<file path="config.mk">
export PLATFORM = sky130hd
export DESIGN_NAME = alu_arb_ctrl
export DESIGN_NICKNAME = d
export VERILOG_FILES = /design/src/rtl/alu_pkg.sv /design/src/rtl/rr_arb2.sv /design/src/rtl/alu_arb_ctrl.sv
export SDC_FILE = /design/constraint.sdc
export NUM_CORES = 1
export LEC_CHECK = 0
export BUFFER_PORTS_ARGS = -buffer_cell sky130_fd_sc_hd__buf_2
export CAP_MARGIN = 5
export CORE_ASPECT_RATIO = 0.8
export CORE_MARGIN = 2
export CORE_UTILIZATION = 52
export CTS_CLUSTER_SIZE = 16
export DETAILED_ROUTE_END_ITERATION = 6
export PLACE_DENSITY = 0.92
export SYNTH_ARGS = -nofsm -noshare
export SYNTH_HDL_FRONTEND = slang
export SYNTH_HIERARCHICAL = 1
export SYNTH_SLANG_ARGS = --single-unit
</file>
<file path="constraint.sdc">
create_clock -name CLK -period 3.11 [get_ports CLK]
set_clock_uncertainty 0.05 [all_clocks]
set_input_delay 0.311 -clock CLK [delete_from_list [all_inputs] [get_ports CLK]]
set_output_delay 0.311 -clock CLK [all_outputs]
set_load 0.01 [all_outputs]
</file>
<file path="src/rtl/alu_pkg.sv">
`default_nettype none
// ============================================================================
//  Module      : alu_pkg
//  Description : Shared ALU SELECT/SHIFT codes, default latencies and the
//                controller state enum for alu_arb_ctrl.
//  Revision    : 1.0  initial release
// ============================================================================
package alu_pkg;

   // ALU SELECT codes
   localparam logic [2:0] SEL_FWD = 3'b000;
   localparam logic [2:0] SEL_ADD = 3'b001;
   localparam logic [2:0] SEL_AND = 3'b010;
   localparam logic [2:0] SEL_OR  = 3'b011;
   localparam logic [2:0] SEL_CMP = 3'b100;
   localparam logic [2:0] SEL_ROR = 3'b101;
   localparam logic [2:0] SEL_SHF = 3'b110;
   localparam logic [2:0] SEL_NOP = 3'b111;

   // ALU SHIFT codes (00 carries no shift and is illegal with SHF)
   localparam logic [1:0] SH_NONE = 2'b00;
   localparam logic [1:0] SH_SLL  = 2'b01;
   localparam logic [1:0] SH_SRL  = 2'b10;
   localparam logic [1:0] SH_SRA  = 2'b11;

   // Default wait-cycle counts
   localparam int LAT_ADD_DEFAULT = 2;
   localparam int LAT_DEF_DEFAULT = 1;

   typedef enum logic [1:0] {
      IDLE = 2'd0,
      EXEC = 2'd1,
      RESP = 2'd2
   } state_t;

   // A shift op without a shift code has no meaning for the ALU
   function automatic logic is_illegal(input logic [2:0] sel, input logic [1:0] sh);
      return (sel == SEL_SHF) && (sh == SH_NONE);
   endfunction

endpackage
`default_nettype wire

</file>
<file path="src/rtl/rr_arb2.sv">
`default_nettype none
// ============================================================================
//  Module      : rr_arb2
//  Description : Two-way round-robin arbiter. A lone requester always wins;
//                on a tie the requester that did not win last time wins.
//                The priority pointer moves only when a grant is accepted.
//  Revision    : 1.0  initial release
// ============================================================================
module rr_arb2 (
   input  logic       clk,
   input  logic       rst_n,
   input  logic [1:0] req,
   input  logic       accept,
   output logic [1:0] grant
);

   // prio = 1 means requester 1 wins a tie
   logic prio;

   // Grant selection from current requests and priority pointer
   always_comb begin
      grant = 2'b00;
      case (req)
         2'b01:   grant = 2'b01;
         2'b10:   grant = 2'b10;
         2'b11:   grant = prio ? 2'b10 : 2'b01;
         default: grant = 2'b00;
      endcase
   end

   // After an accepted grant, hand tie priority to the other requester
   always_ff @(posedge clk or negedge rst_n) begin
      if (!rst_n) begin
         prio <= 1'b0;
      end else if (accept) begin
         prio <= grant[0];
      end
   end

endmodule
`default_nettype wire

</file>
<file path="src/rtl/alu_arb_ctrl.sv">
`default_nettype none
// ============================================================================
//  Module      : alu_arb_ctrl
//  Description : Shares one 8-bit ALU between the main datapath (ID 0) and
//                the branch/compare unit (ID 1). Round-robin accept, operand
//                latch, fixed per-op wait, result capture and a valid/ready
//                response tagged with the requester ID.
//                Optional macro ALU_ARB_STATS_EN adds per-requester 16-bit
//                accept counters STAT_CNT0 / STAT_CNT1.
//  Revision    : 1.0  initial release
// ============================================================================
module alu_arb_ctrl
   import alu_pkg::*;
#(
   parameter int LAT_ADD = LAT_ADD_DEFAULT,
   parameter int LAT_DEF = LAT_DEF_DEFAULT
) (
   input  logic       CLK,
   input  logic       RESET,
   input  logic [1:0] REQ_VALID,
   output logic [1:0] REQ_READY,
   input  logic [5:0] REQ_OP,
   input  logic [3:0] REQ_SHIFT,
   input  logic [15:0] REQ_A,
   input  logic [15:0] REQ_B,
   output logic [7:0] ALU_DATA1,
   output logic [7:0] ALU_DATA2,
   output logic [2:0] ALU_SELECT,
   output logic [1:0] ALU_SHIFT,
   input  logic [7:0] ALU_RESULT,
   input  logic       ALU_ZERO,
   output logic       RSP_VALID,
   input  logic       RSP_READY,
   output logic       RSP_ID,
   output logic [7:0] RSP_RESULT,
   output logic       RSP_ZERO,
   output logic       RSP_ERR
`ifdef ALU_ARB_STATS_EN
   ,
   output logic [15:0] STAT_CNT0,
   output logic [15:0] STAT_CNT1
`endif
);

   state_t      state, state_nxt;
   logic [1:0]  grant;
   logic        accept;
   logic        gid;
   logic [2:0]  op_in;
   logic [1:0]  sh_in;
   logic [7:0]  a_in, b_in;
   logic        illegal_in;
   logic [7:0]  lat_in;

   logic [7:0]  cnt;
   logic [2:0]  op_q;
   logic        id_q;
   logic        err_q;

   rr_arb2 u_arb (
      .clk    (CLK),
      .rst_n  (RESET),
      .req    (REQ_VALID),
      .accept (accept),
      .grant  (grant)
   );

   assign REQ_READY = (state == IDLE) ? grant : 2'b00;
   assign accept    = |(REQ_VALID & REQ_READY);
   assign gid       = grant[1];

   // Mux the granted requester's fields and derive its wait count
   always_comb begin
      op_in      = gid ? REQ_OP[5:3]    : REQ_OP[2:0];
      sh_in      = gid ? REQ_SHIFT[3:2] : REQ_SHIFT[1:0];
      a_in       = gid ? REQ_A[15:8]    : REQ_A[7:0];
      b_in       = gid ? REQ_B[15:8]    : REQ_B[7:0];
      illegal_in = is_illegal(op_in, sh_in);
      if (!illegal_in && (op_in == SEL_ADD || op_in == SEL_CMP)) begin
         lat_in = 8'(LAT_ADD);
      end else begin
         lat_in = 8'(LAT_DEF);
      end
   end

   // State register
   always_ff @(posedge CLK or negedge RESET) begin
      if (!RESET) begin
         state <= IDLE;
      end else begin
         state <= state_nxt;
      end
   end

   // Next-state logic
   always_comb begin
      state_nxt = state;
      case (state)
         IDLE:    if (accept)        state_nxt = EXEC;
         EXEC:    if (cnt == 8'd1)   state_nxt = RESP;
         RESP:    if (RSP_READY)     state_nxt = IDLE;
         default:                    state_nxt = IDLE;
      endcase
   end

   // Operand latch, ALU drive, wait counter and response capture
   always_ff @(posedge CLK or negedge RESET) begin
      if (!RESET) begin
         cnt        <= 8'd0;
         op_q       <= SEL_FWD;
         id_q       <= 1'b0;
         err_q      <= 1'b0;
         ALU_DATA1  <= 8'd0;
         ALU_DATA2  <= 8'd0;
         ALU_SELECT <= SEL_FWD;
         ALU_SHIFT  <= SH_NONE;
         RSP_VALID  <= 1'b0;
         RSP_ID     <= 1'b0;
         RSP_RESULT <= 8'd0;
         RSP_ZERO   <= 1'b0;
         RSP_ERR    <= 1'b0;
      end else begin
         case (state)
            IDLE: begin
               if (accept) begin
                  cnt        <= lat_in;
                  op_q       <= op_in;
                  id_q       <= gid;
                  err_q      <= illegal_in;
                  ALU_DATA1  <= a_in;
                  ALU_DATA2  <= b_in;
                  // Illegal ops park the ALU on NOP instead of driving SHF
                  ALU_SELECT <= illegal_in ? SEL_NOP : op_in;
                  ALU_SHIFT  <= sh_in;
               end
            end
            EXEC: begin
               cnt <= cnt - 8'd1;
               if (cnt == 8'd1) begin
                  RSP_VALID <= 1'b1;
                  RSP_ID    <= id_q;
                  RSP_ERR   <= err_q;
                  if (err_q) begin
                     RSP_RESULT <= 8'd0;
                     RSP_ZERO   <= 1'b0;
                  end else if (op_q == SEL_CMP) begin
                     // The ALU leaves RESULT undriven on compare; only ZERO is valid
                     RSP_RESULT <= 8'd0;
                     RSP_ZERO   <= ALU_ZERO;
                  end else begin
                     // ALU ZERO is stale outside compare, so derive it here
                     RSP_RESULT <= ALU_RESULT;
                     RSP_ZERO   <= (ALU_RESULT == 8'd0);
                  end
               end
            end
            RESP: begin
               if (RSP_READY) begin
                  RSP_VALID <= 1'b0;
               end
            end
            default: ;
         endcase
      end
   end

`ifdef ALU_ARB_STATS_EN
   // Per-requester accept counters, wrapping naturally at 16 bits
   always_ff @(posedge CLK or negedge RESET) begin
      if (!RESET) begin
         STAT_CNT0 <= 16'd0;
         STAT_CNT1 <= 16'd0;
      end else if (accept) begin
         if (gid) begin
            STAT_CNT1 <= STAT_CNT1 + 16'd1;
         end else begin
            STAT_CNT0 <= STAT_CNT0 + 16'd1;
         end
      end
   end
`endif

endmodule
`default_nettype wire

</file>
==> impl_metrics.py, run 1 <==
metrics = {
    "pwr": {
        "leakage_nw": 1.496,
        "power_frac_seq_pct": 42.9,
        "combPwrFrac_pct": 39.0,
        "p_int_mw": 1.634,
        "sw_frac_of_total_pct": 37.17,
        "powerDensity_mw_per_mm2": 888.6,
        "finalPower_mw": 2.601,
        "power.share.clock_pct": 18.1,
        "p_switching_mw": 0.9667,
        "ir_worst_vdd_mv": 0.4854,
    },
    "die": {
        "die_area_sq_mm": 0.004974,
        "core_sq_mm": 0.004204,
        "die_height_um": 63.48,
        "io-pin-count": 91,
        "die_width_um": 78.35,
        "std_cell_rows": 21,
        "initial_core_util_pct": 54.70,
    },
    "finish": {
        "num-fill-cells": 329,
        "diodes": 0,
        "layout.nets": 368,
        "drive_gt1_share_pct": 35.05,
        "fin_util_pct": 69.61,
        "multi_input_area_sq_mm": 0.001021,
        "syn2layout_area_growth_pct": 27.26,
        "seq_area_sq_mm": 0.001226,
    },
    "synthesis": {
        "syn_nets": 279,
        "syn_area_per_cell_sq_um": 10.41,
        "syn_area_sq_mm": 0.002300,
        "yosysWarningCount": 6,
        "ys_ff_latch": 49,
        "seq_area_frac_synth_pct": 53.32,
        "synth_cell_types": 37,
        "ys.flop_type": "dfrtp_1",
        "ys_async_sr_fraction_pct": 100.0,
        "synth_edf_count": 0,
        "syn_inst": 221,
    },
    "detailed_routing": {
        "drt-initial-drc-count": 52,
        "wl_met1_mm": 2.258,
        "dr_wl_met3_um": 378,
        "postRouteAntennaNets": 0,
        "via_per_inst": 5.340,
        "num_vias": 1965,
        "highest_layer": "met4",
        "routed_wl_mm": 5.110,
        "wl_per_cell_um": 13.89,
        "route.met2.wl_mm": 2.416,
        "drc": 0,
        "first_pass_iters": 4,
    },
    "sta": {
        "rsz0062_at_grt": "false",
        "hold_viol_final": 0,
        "setup_viol_count_final": 0,
        "tns_ns": 0,
        "post-route-period-util_pct": 66.56,
        "slew_violations": 0,
        "slew_headroom_pct": 30.53,
        "fin_crit_ns": 2.070,
        "timing_worst_slew_pin_value_ns": 1.042,
        "fmax_ghz": 0.4831,
        "hold_slack_ns": 0.1382,
    },
    "cts": {
        "root_buffer": "clkbuf_8",
        "clock-sinks": 49,
        "ctsResizeCount": 0,
        "post-cts-setup-buffers": 0,
        "tritoncts": "built",
        "clockBufferDepth": 2,
        "path_clk_slew_ns": 0.09,
        "cts_buffers": 5,
        "cts_max_level": 2,
        "clk_latency_ns": 0.31,
        "ctsHoldBuffers": 0,
    },
    "job": {
        "drv_cap": 0,
    },
    "worst_setup_path": {
        "required_ns": 3.26,
        "setup.worst_path.start_class": "register",
        "cp-end-kind": "register",
        "crit_slowest_cell": "dfrtp_1",
        "critical_path_class": "reg -> reg",
        "arrival_ns": 2.22,
        "crit_chain": "inv_1, a21boi_4, buf_4, mux2i_1, o211ai_1, a221o_1",
        "worstPathMaxFanout": 28,
        "critPathMaxStageDelay_ns": 0.40,
    },
    "place": {
        "gp_congestion": 0.8003,
        "place.detailed.hpwl_mm": 3.815,
        "io_buffers": 90,
    },
    "run_status": {
        "status": "finished clean",
    },
    "global_routing": {
        "grt_pass1_vias": 1975,
        "grt_use_total_pct": 23.06,
        "grt_first_pass_wirelength_mm": 8.983,
        "overflow": 0,
        "antenna_found_initial": 0,
        "grt_max_degree": 50,
    },
    "min_path": {
        "min_path_type": "in -> async",
    },
}
==> cells by family (layout without fill, tap and decap cells) <==
| logic type | after synthesis | after routing | synth area share (%) |
|---|---|---|---|
| XOR/XNOR | 5 | 5 | 1.904 |
| multiplexers | 23 | 23 | 10.34 |
| adder cells (fa/ha/maj) | 2 | 2 | 1.088 |
| AO/OA/AOI/OAI | 54 | 54 | 14.80 |
| buffers and inverters | 16 | 106 | 2.774 |
| AND/OR/NAND/NOR | 72 | 72 | 15.78 |
| flip-flops | 49 | 49 | 53.32 |
==> critical path: cells and delay by family (launching register included) <==
family	cells	cell delay [ns]
compound gates	3	0.64
buf+inv	2	0.47
flops	1	0.40
mux	1	0.39
==> through the flow <==
step	setup slack (ns)	area, sq um	instances
2_1_floorplan	1.319	2300	221
3_3_place_gp	1.190	2806	360
3_5_place_dp	1.055	2806	360
4_1_cts	1.028	2927	368
5_1_grt	0.8584	2927	368
6_report	1.040	2927	368
==> flip-flops by register name, indices dropped and copies added (netlist names) <==
register	flops
RSP_VALID	1
RSP_ERR	1
u_arb/prio	1
ALU_DATA2	8
RSP_RESULT	8
RSP_ZERO	1
ALU_SELECT	3
id_q	1
ALU_DATA1	8
state	2
op_q	3
cnt	8
err_q	1
RSP_ID	1
ALU_SHIFT	2
==> cells in the mapped netlist, drive strengths merged, types with 4 or more instances <==
library cell	count	share of area (%)
a21oi	4	0.87
a22o	9	3.4
buf	4	0.82
clkbuf	6	0.98
dfrtp	49	53
inv	6	0.98
mux2i	20	8.7
nand2	39	6.4
nand2b	4	1.1
nor2	12	2.0
nor3	4	0.87
o21ai	28	6.1
xor2	4	1.5
==> cell type report <==
class | instances | area share, %
sequential | 49 | 41.90
timing repair buffer | 92 | 15.90
clock inverter | 2 | 1.283
tap | 57 | 2.437
multi-input combinational | 156 | 34.89
inverter | 6 | 0.7696
clock buffer | 6 | 2.822
==> path summary, 6_finish.rpt <==
| kind | from | endpoint | slack, ns | cells after the start |
|---|---|---|---|---|
| setup / recovery | u_arb/prio | cnt[0] | 1.04 | 6 |
| hold reg to reg | ALU_DATA2[6] | ALU_DATA2[6] | 0.43 | 2 |
| max in group asynchronous | RESET | ALU_DATA2[6] | 2.23 | 1 |
| hold / removal | RESET | cnt[4] | 0.14 | 1 |
| min in group CLK | RSP_READY | state[1] | 0.17 | 2 |
| setup reg to reg | u_arb/prio | cnt[0] | 1.04 | 6 |
==> placed cells by master (no fill, tap or decap), types with 6 or more instances in the layout <==
cell and n:
buf_2 90, dfrtp_1 49, nand2_1 39, o21ai_0 28
mux2i_1 20, nor2_1 12, a22o_1 9, inv_1 6
clkbuf_8 6
==> power groups by stage <==
| stage | Clock (mW) | Sequential (mW) | Combinational (mW) |
|---|---|---|---|
| 2_1_floorplan | 0 | 1.18 | 0.569 |
| 3_3_place_gp | 0 | 1.11 | 0.975 |
| 3_5_place_dp | 0 | 1.12 | 1.02 |
| 4_1_cts | 0.482 | 1.12 | 1.03 |
| 5_1_grt | 0.514 | 1.15 | 1.15 |
| 6_report | 0.470 | 1.12 | 1.02 |
==> routing by layer <==
metal / vias to the layer above / track usage (%)
met1: 936 / 30.31
met2: 73 / 36.96
met4: 0 / 5.921
met3: 7 / 7.736
li1: 949 / -
met5: - / 0
No activity file was read; power rests on OpenSTA's default activity.
==> run 2, diff against run 1 <==
--- a/config.mk
+++ b/config.mk
@@ -9,10 +9,10 @@
 export CAP_MARGIN = 5
 export CORE_ASPECT_RATIO = 0.8
 export CORE_MARGIN = 2
-export CORE_UTILIZATION = 52
+export CORE_UTILIZATION = 48
 export CTS_CLUSTER_SIZE = 16
 export DETAILED_ROUTE_END_ITERATION = 6
-export PLACE_DENSITY = 0.92
+export PLACE_DENSITY = 0.86
 export SYNTH_ARGS = -nofsm -noshare
 export SYNTH_HDL_FRONTEND = slang
 export SYNTH_HIERARCHICAL = 1
==> constraint.sdc (replaced) <==
create_clock -name CLK -period 2.05 [get_ports CLK]
set_clock_uncertainty 0.05 [all_clocks]
set_input_delay 0.205 -clock CLK [delete_from_list [all_inputs] [get_ports CLK]]
set_output_delay 0.205 -clock CLK [all_outputs]
set_load 0.01 [all_outputs]
==> impl_metrics.py, run 2 (same netlist as run 1, synthesis figures left out) <==
metrics = {
    "global_routing": {
        "antenna_found_initial": 0,
        "grt_use_total_pct": 20.12,
        "grt_max_degree": 50,
        "grt_first_pass_wirelength_mm": 8.266,
        "overflow": 0,
        "grt_pass1_vias": 1888,
    },
    "cts": {
        "cts_max_level": 2,
        "clk_latency_ns": 0.29,
        "tritoncts": "built",
        "path_clk_slew_ns": 0.09,
        "cts_buffers": 5,
        "clockBufferDepth": 2,
        "clock-sinks": 49,
        "root_buffer": "clkbuf_8",
        "post-cts-setup-buffers": 0,
    },
    "die": {
        "die_area_sq_mm": 0.005364,
        "die_height_um": 65.91,
        "initial_core_util_pct": 50.03,
        "die_width_um": 81.39,
        "std_cell_rows": 22,
        "core_sq_mm": 0.004597,
        "io-pin-count": 91,
    },
    "worst_setup_path": {
        "setup.worst_path.start_class": "register",
        "critical_path_class": "reg -> reg",
        "cp-end-kind": "register",
        "worstPathMaxFanout": 14,
        "arrival_ns": 1.91,
        "required_ns": 2.19,
    },
    "sta": {
        "fin_crit_ns": 1.773,
        "tns_ns": 0,
        "rsz0062_at_grt": "false",
        "hold_viol_final": 0,
        "fmax_ghz": 0.5641,
        "slew_headroom_pct": 59.62,
        "slew_violations": 0,
        "hold_slack_ns": 0.07196,
        "post-route-period-util_pct": 86.47,
        "setup_viol_count_final": 0,
        "timing_worst_slew_pin_value_ns": 0.6057,
    },
    "run_status": {
        "status": "finished clean",
    },
    "pwr": {
        "ir_worst_vdd_mv": 0.7597,
        "powerDensity_mw_per_mm2": 1295,
        "leakage_nw": 1.516,
    },
    "finish": {
        "diodes": 0,
        "final_cells": 378,
        "final_area_sq_mm": 0.002952,
        "drive_gt1_share_pct": 36.16,
        "num-fill-cells": 371,
        "layout_commonest_cell": "buf_2",
        "layout_common_cells": "buf_2 (90), dfrtp_1 (49), nand2_1 (39)",
        "syn2layout_area_growth_pct": 28.35,
        "layout.nets": 375,
    },
    "detailed_routing": {
        "routed_wl_mm": 5.032,
        "wl_per_cell_um": 13.31,
        "first_pass_iters": 4,
        "postRouteAntennaNets": 0,
        "via_per_inst": 5.156,
        "drt-initial-drc-count": 141,
        "num_vias": 1949,
        "drc": 0,
    },
    "job": {
        "drv_cap": 0,
    },
    "place": {
        "gp_congestion": 0.8170,
        "place.detailed.hpwl_mm": 3.840,
        "placed_cells": 369,
        "io_buffers": 90,
        "dpl_cell_area_sq_mm": 0.002855,
    },
    "min_path": {
        "min_path_type": "in -> reg",
    },
}
==> run 2: changes by cell type in the layout (fill, tap and decap cells not counted), sizes merged <==
cell | previous run | this run
dlygate4sd3 | 0 | 1
clkinv | 0 | 2
buf | 92 | 98
bufinv | 1 | 0
clkbuf | 6 | 5
==> run 2: timing repair <==
item,4_1_cts,5_1_grt
resized for setup,0,0
hold buffers,1,0
endpoints found under the hold margin,49,0
==> run 2: where the power goes <==
group / switching (mW) / internal (mW)
Clock: 0.316 / 0.236
Combinational: 0.849 / 0.730
Sequential: 0.305 / 1.39
==> run 2: cell type report <==
class / count / area (sq um) / share of cell area [%]
sequential: 49 / 1226 / 41.54
multi-input combinational: 156 / 1021 / 34.59
timing repair buffer: 99 / 520.5 / 17.63
tap: 60 / 75.07 / 2.543
clock buffer: 5 / 68.82 / 2.331
inverter: 6 / 22.52 / 0.7630
clock inverter: 3 / 17.52 / 0.5935
==> run 2: critical path: stages, from the launching register on <==
cell      delay [ns]
dfrtp_1         0.40
inv_1           0.09
a21boi_4        0.20
a22o_1          0.18
nand2_1         0.08
inv_1           0.33
mux2_4          0.34
==> run 2: final timing paths <==
| path | startpoint | to | slack (ns) | depth (start not counted) |
|---|---|---|---|---|
| setup / recovery | u_arb/prio | u_arb/prio | 0.28 | 6 |
| hold reg to reg | ALU_DATA2[3] | ALU_DATA2[3] | 0.43 | 2 |
| setup reg to reg | u_arb/prio | u_arb/prio | 0.28 | 6 |
| hold / removal | RSP_READY | state[1] | 0.07 | 2 |
| max in group asynchronous | RESET | ALU_DATA1[0] | 1.06 | 3 |
| min in group asynchronous | RESET | cnt[4] | 0.49 | 3 |
==> run 2: per-layer routing <==
| layer | wire (um) | track usage (%) |
|---|---|---|
| met1 | 2381 | 27.14 |
| met4 | 44 | 5.085 |
| met3 | 379 | 5.328 |
| met2 | 2226 | 32.27 |
| met5 | 0 | 0 |
==> run 2: metrics by stage <==
stage | power (mW) | util, % | setup WS [ns]
floorplan | 2.657 | - | 0.2587
global placement | 3.231 | 62.11 | 0.3720
detailed placement | 3.299 | 62.11 | 0.3030
CTS | 3.848 | 64.21 | 0.2735
global route | 4.142 | 64.21 | 0.1574
finish | 3.823 | 64.21 | 0.2774
==> run 3, diff against run 2 <==
--- a/config.mk
+++ b/config.mk
@@ -5,13 +5,15 @@
 export SDC_FILE = /design/constraint.sdc
 export NUM_CORES = 1
 export LEC_CHECK = 0
+export ABC_AREA = 1
 export BUFFER_PORTS_ARGS = -buffer_cell sky130_fd_sc_hd__buf_2
 export CAP_MARGIN = 5
 export CORE_ASPECT_RATIO = 0.8
-export CORE_MARGIN = 2
-export CORE_UTILIZATION = 48
+export CORE_MARGIN = 3
+export CORE_UTILIZATION = 49
 export CTS_CLUSTER_SIZE = 16
 export DETAILED_ROUTE_END_ITERATION = 6
+export GPL_ROUTABILITY_DRIVEN = 0
 export PLACE_DENSITY = 0.86
 export SYNTH_ARGS = -nofsm -noshare
 export SYNTH_HDL_FRONTEND = slang
==> impl_metrics.py, run 3 <==
metrics = {
    "run_status": {
        "status": "finished clean",
    },
    "synthesis": {
        "syn_nets": 370,
        "ys_top_cells_by_area": "dfrtp_1 (50%), nand2_1 (17%), nor2_1 (4.9%)",
        "ys_async_sr_fraction_pct": 100.0,
        "synth_cell_types": 27,
        "synth_top_area_share_pct": 49.57,
        "synth_top_family_by_area": "simple AND/OR/NAND/NOR gates",
        "syn_area_per_cell_sq_um": 7.928,
        "synth_mux_area_share_pct": 0,
        "synth_compound_area_share_pct": 11.48,
        "ys.flop_type": "dfrtp_1",
        "ys_ff_latch": 49,
        "synth-simple-area-share_pct": 29.14,
        "synth_commonest_cells": "nand2_1 (111), dfrtp_1 (49), nor2_1 (32), inv_1 (27), nand3_1 (22)",
        "syn_inst": 312,
        "yosys.area_share.xor_xnor_pct": 0.3541,
        "seq_area_frac_synth_pct": 49.57,
        "synthMostInstantiatedCell": "nand2_1",
        "yosysWarningCount": 6,
        "synth_edf_count": 0,
        "synth_largest_area_cell": "dfrtp_1",
        "synth_fa_ha_area_share_pct": 1.012,
        "syn_area_sq_mm": 0.002474,
    },
    "die": {
        "die_area_sq_mm": 0.005942,
        "initial_core_util_pct": 52.25,
        "io-pin-count": 91,
        "die_width_um": 85.44,
        "std_cell_rows": 22,
        "core_sq_mm": 0.004735,
        "die_height_um": 69.55,
    },
    "pwr": {
        "leakage_nw": 1.660,
        "ir_worst_vdd_mv": 0.7308,
        "powerDensity_mw_per_mm2": 1416,
        "finalPower_mw": 4.377,
    },
    "detailed_routing": {
        "wl_per_cell_um": 12.06,
        "routed_wl_mm": 5.606,
        "first_pass_iters": 4,
        "drt-initial-drc-count": 136,
        "via_per_inst": 5.015,
        "postRouteAntennaNets": 0,
        "num_vias": 2332,
        "drc": 0,
    },
    "worst_setup_path": {
        "required_ns": 1.79,
        "cp-startpoint": "u_arb/prio",
        "cp-end-kind": "output port",
        "arrival_ns": 1.60,
        "critical_path_class": "reg -> out",
        "worstPathMaxFanout": 24,
        "r2r_start": "u_arb/prio",
        "setup.worst_path.start_class": "register",
    },
    "global_routing": {
        "grt_first_pass_wirelength_mm": 9.639,
        "antenna_found_initial": 0,
        "overflow": 0,
        "grt_max_degree": 29,
        "grt_pass1_vias": 2205,
        "grt_use_total_pct": 19.85,
    },
    "sta": {
        "hold_viol_final": 0,
        "fmax_ghz": 0.5377,
        "fin_crit_ns": 1.860,
        "slew_headroom_pct": 53.98,
        "timing_worst_slew_pin_value_ns": 0.6895,
        "hold_slack_ns": 0.05189,
        "post-route-period-util_pct": 90.72,
        "setup_viol_count_final": 0,
        "slew_violations": 0,
        "rsz0062_at_grt": "false",
        "tns_ns": 0,
    },
    "cts": {
        "clock-sinks": 49,
        "path_clk_slew_ns": 0.09,
        "cts_max_level": 2,
        "clk_latency_ns": 0.31,
        "tritoncts": "built",
        "post-cts-setup-buffers": 0,
        "root_buffer": "clkbuf_8",
        "ctsResizeCount": 0,
        "cts_buffers": 5,
        "clockBufferDepth": 2,
    },
    "finish": {
        "layout_commonest_cell": "nand2_1",
        "fin_util_pct": 65.30,
        "diodes": 0,
        "layout_common_cells": "nand2_1 (111), buf_2 (90), dfrtp_1 (49)",
        "multi_input_area_sq_mm": 0.001042,
        "num-fill-cells": 443,
        "syn2layout_area_growth_pct": 24.99,
        "seq_area_sq_mm": 0.001226,
        "drive_gt1_share_pct": 29.88,
        "layout.nets": 462,
    },
    "job": {
        "drv_cap": 0,
    },
    "place": {
        "io_buffers": 90,
        "place.detailed.hpwl_mm": 4.257,
    },
    "min_path": {
        "worstHoldStart": "RSP_READY",
        "min_path_type": "in -> reg",
    },
}
run 3: where the power goes:
part	leakage [nW]	switching [mW]	total (mW)	internal, mW
clock	0.0681	0.332	0.816	0.485
combinational	1.01	1.12	1.86	0.743
sequential	0.579	0.272	1.70	1.43
run 3: cell type report:
type                       count  share of cell area, %
sequential                    49                  39.66
tap                           60                  2.428
inverter                      29                  3.521
clock buffer                   5                  2.226
clock inverter                 3                  2.104
timing repair buffer          97                  16.35
multi-input combinational    222                  33.71
run 3: path summary, 6_finish.rpt:
check | endpoint | slack [ns] | depth (start not counted)
min in group asynchronous | cnt[5] | 0.29 | 2
max in group asynchronous | ALU_DATA1[5] | 1.09 | 3
worst min register to register | RSP_ZERO | 0.44 | 2
worst max-delay path | REQ_READY[1] | 0.19 | 5
worst min-delay path | state[1] | 0.05 | 2
worst max register to register | ALU_SHIFT[0] | 0.28 | 8
run 3: repair_timing:
action / in CTS / in global routing
hold buffers: 1 / 0
endpoints found under the setup margin: 0 / 0
hold endpoints to repair: 16 / 0
run 3: metrics by stage:
step / cell area [sq um] / cells / setup WS, ns
2_1_floorplan: 2474 / 312 / 0.5854
4_1_cts: 3092 / 465 / 0.1550
3_3_place_gp: 2948 / 456 / 0.3589
5_1_grt: 3092 / 465 / 0.05859
3_5_place_dp: 2948 / 456 / 0.2732
6_report: 3092 / 465 / 0.1903
run 3: cell families (layout without fill, tap and decap cells):
logic type,after synthesis,in the layout
xor+xnor,1,1
simple gates,175,175
fa+ha+maj,2,2
compound gates,44,44
buf+inv,41,134
flops,49,49
run 3: worst max-delay path: stages (launching register included):
cell and delay (ns):
dfrtp_1 0.40, inv_1 0.07, a21boi_2 0.05, inv_1 0.51, nor2_1 0.10, buf_2 0.17
run 3: per-layer routing:
| metal | vias up | GRT usage [%] | routed length, um |
|---|---|---|---|
| li1 | 1179 | - | - |
| met1 | 1061 | 26.20 | 2440 |
| met2 | 83 | 31.64 | 2599 |
| met3 | 9 | 6.770 | 495 |
| met4 | 0 | 4.394 | 70 |
| met5 | - | 0 | 0 |
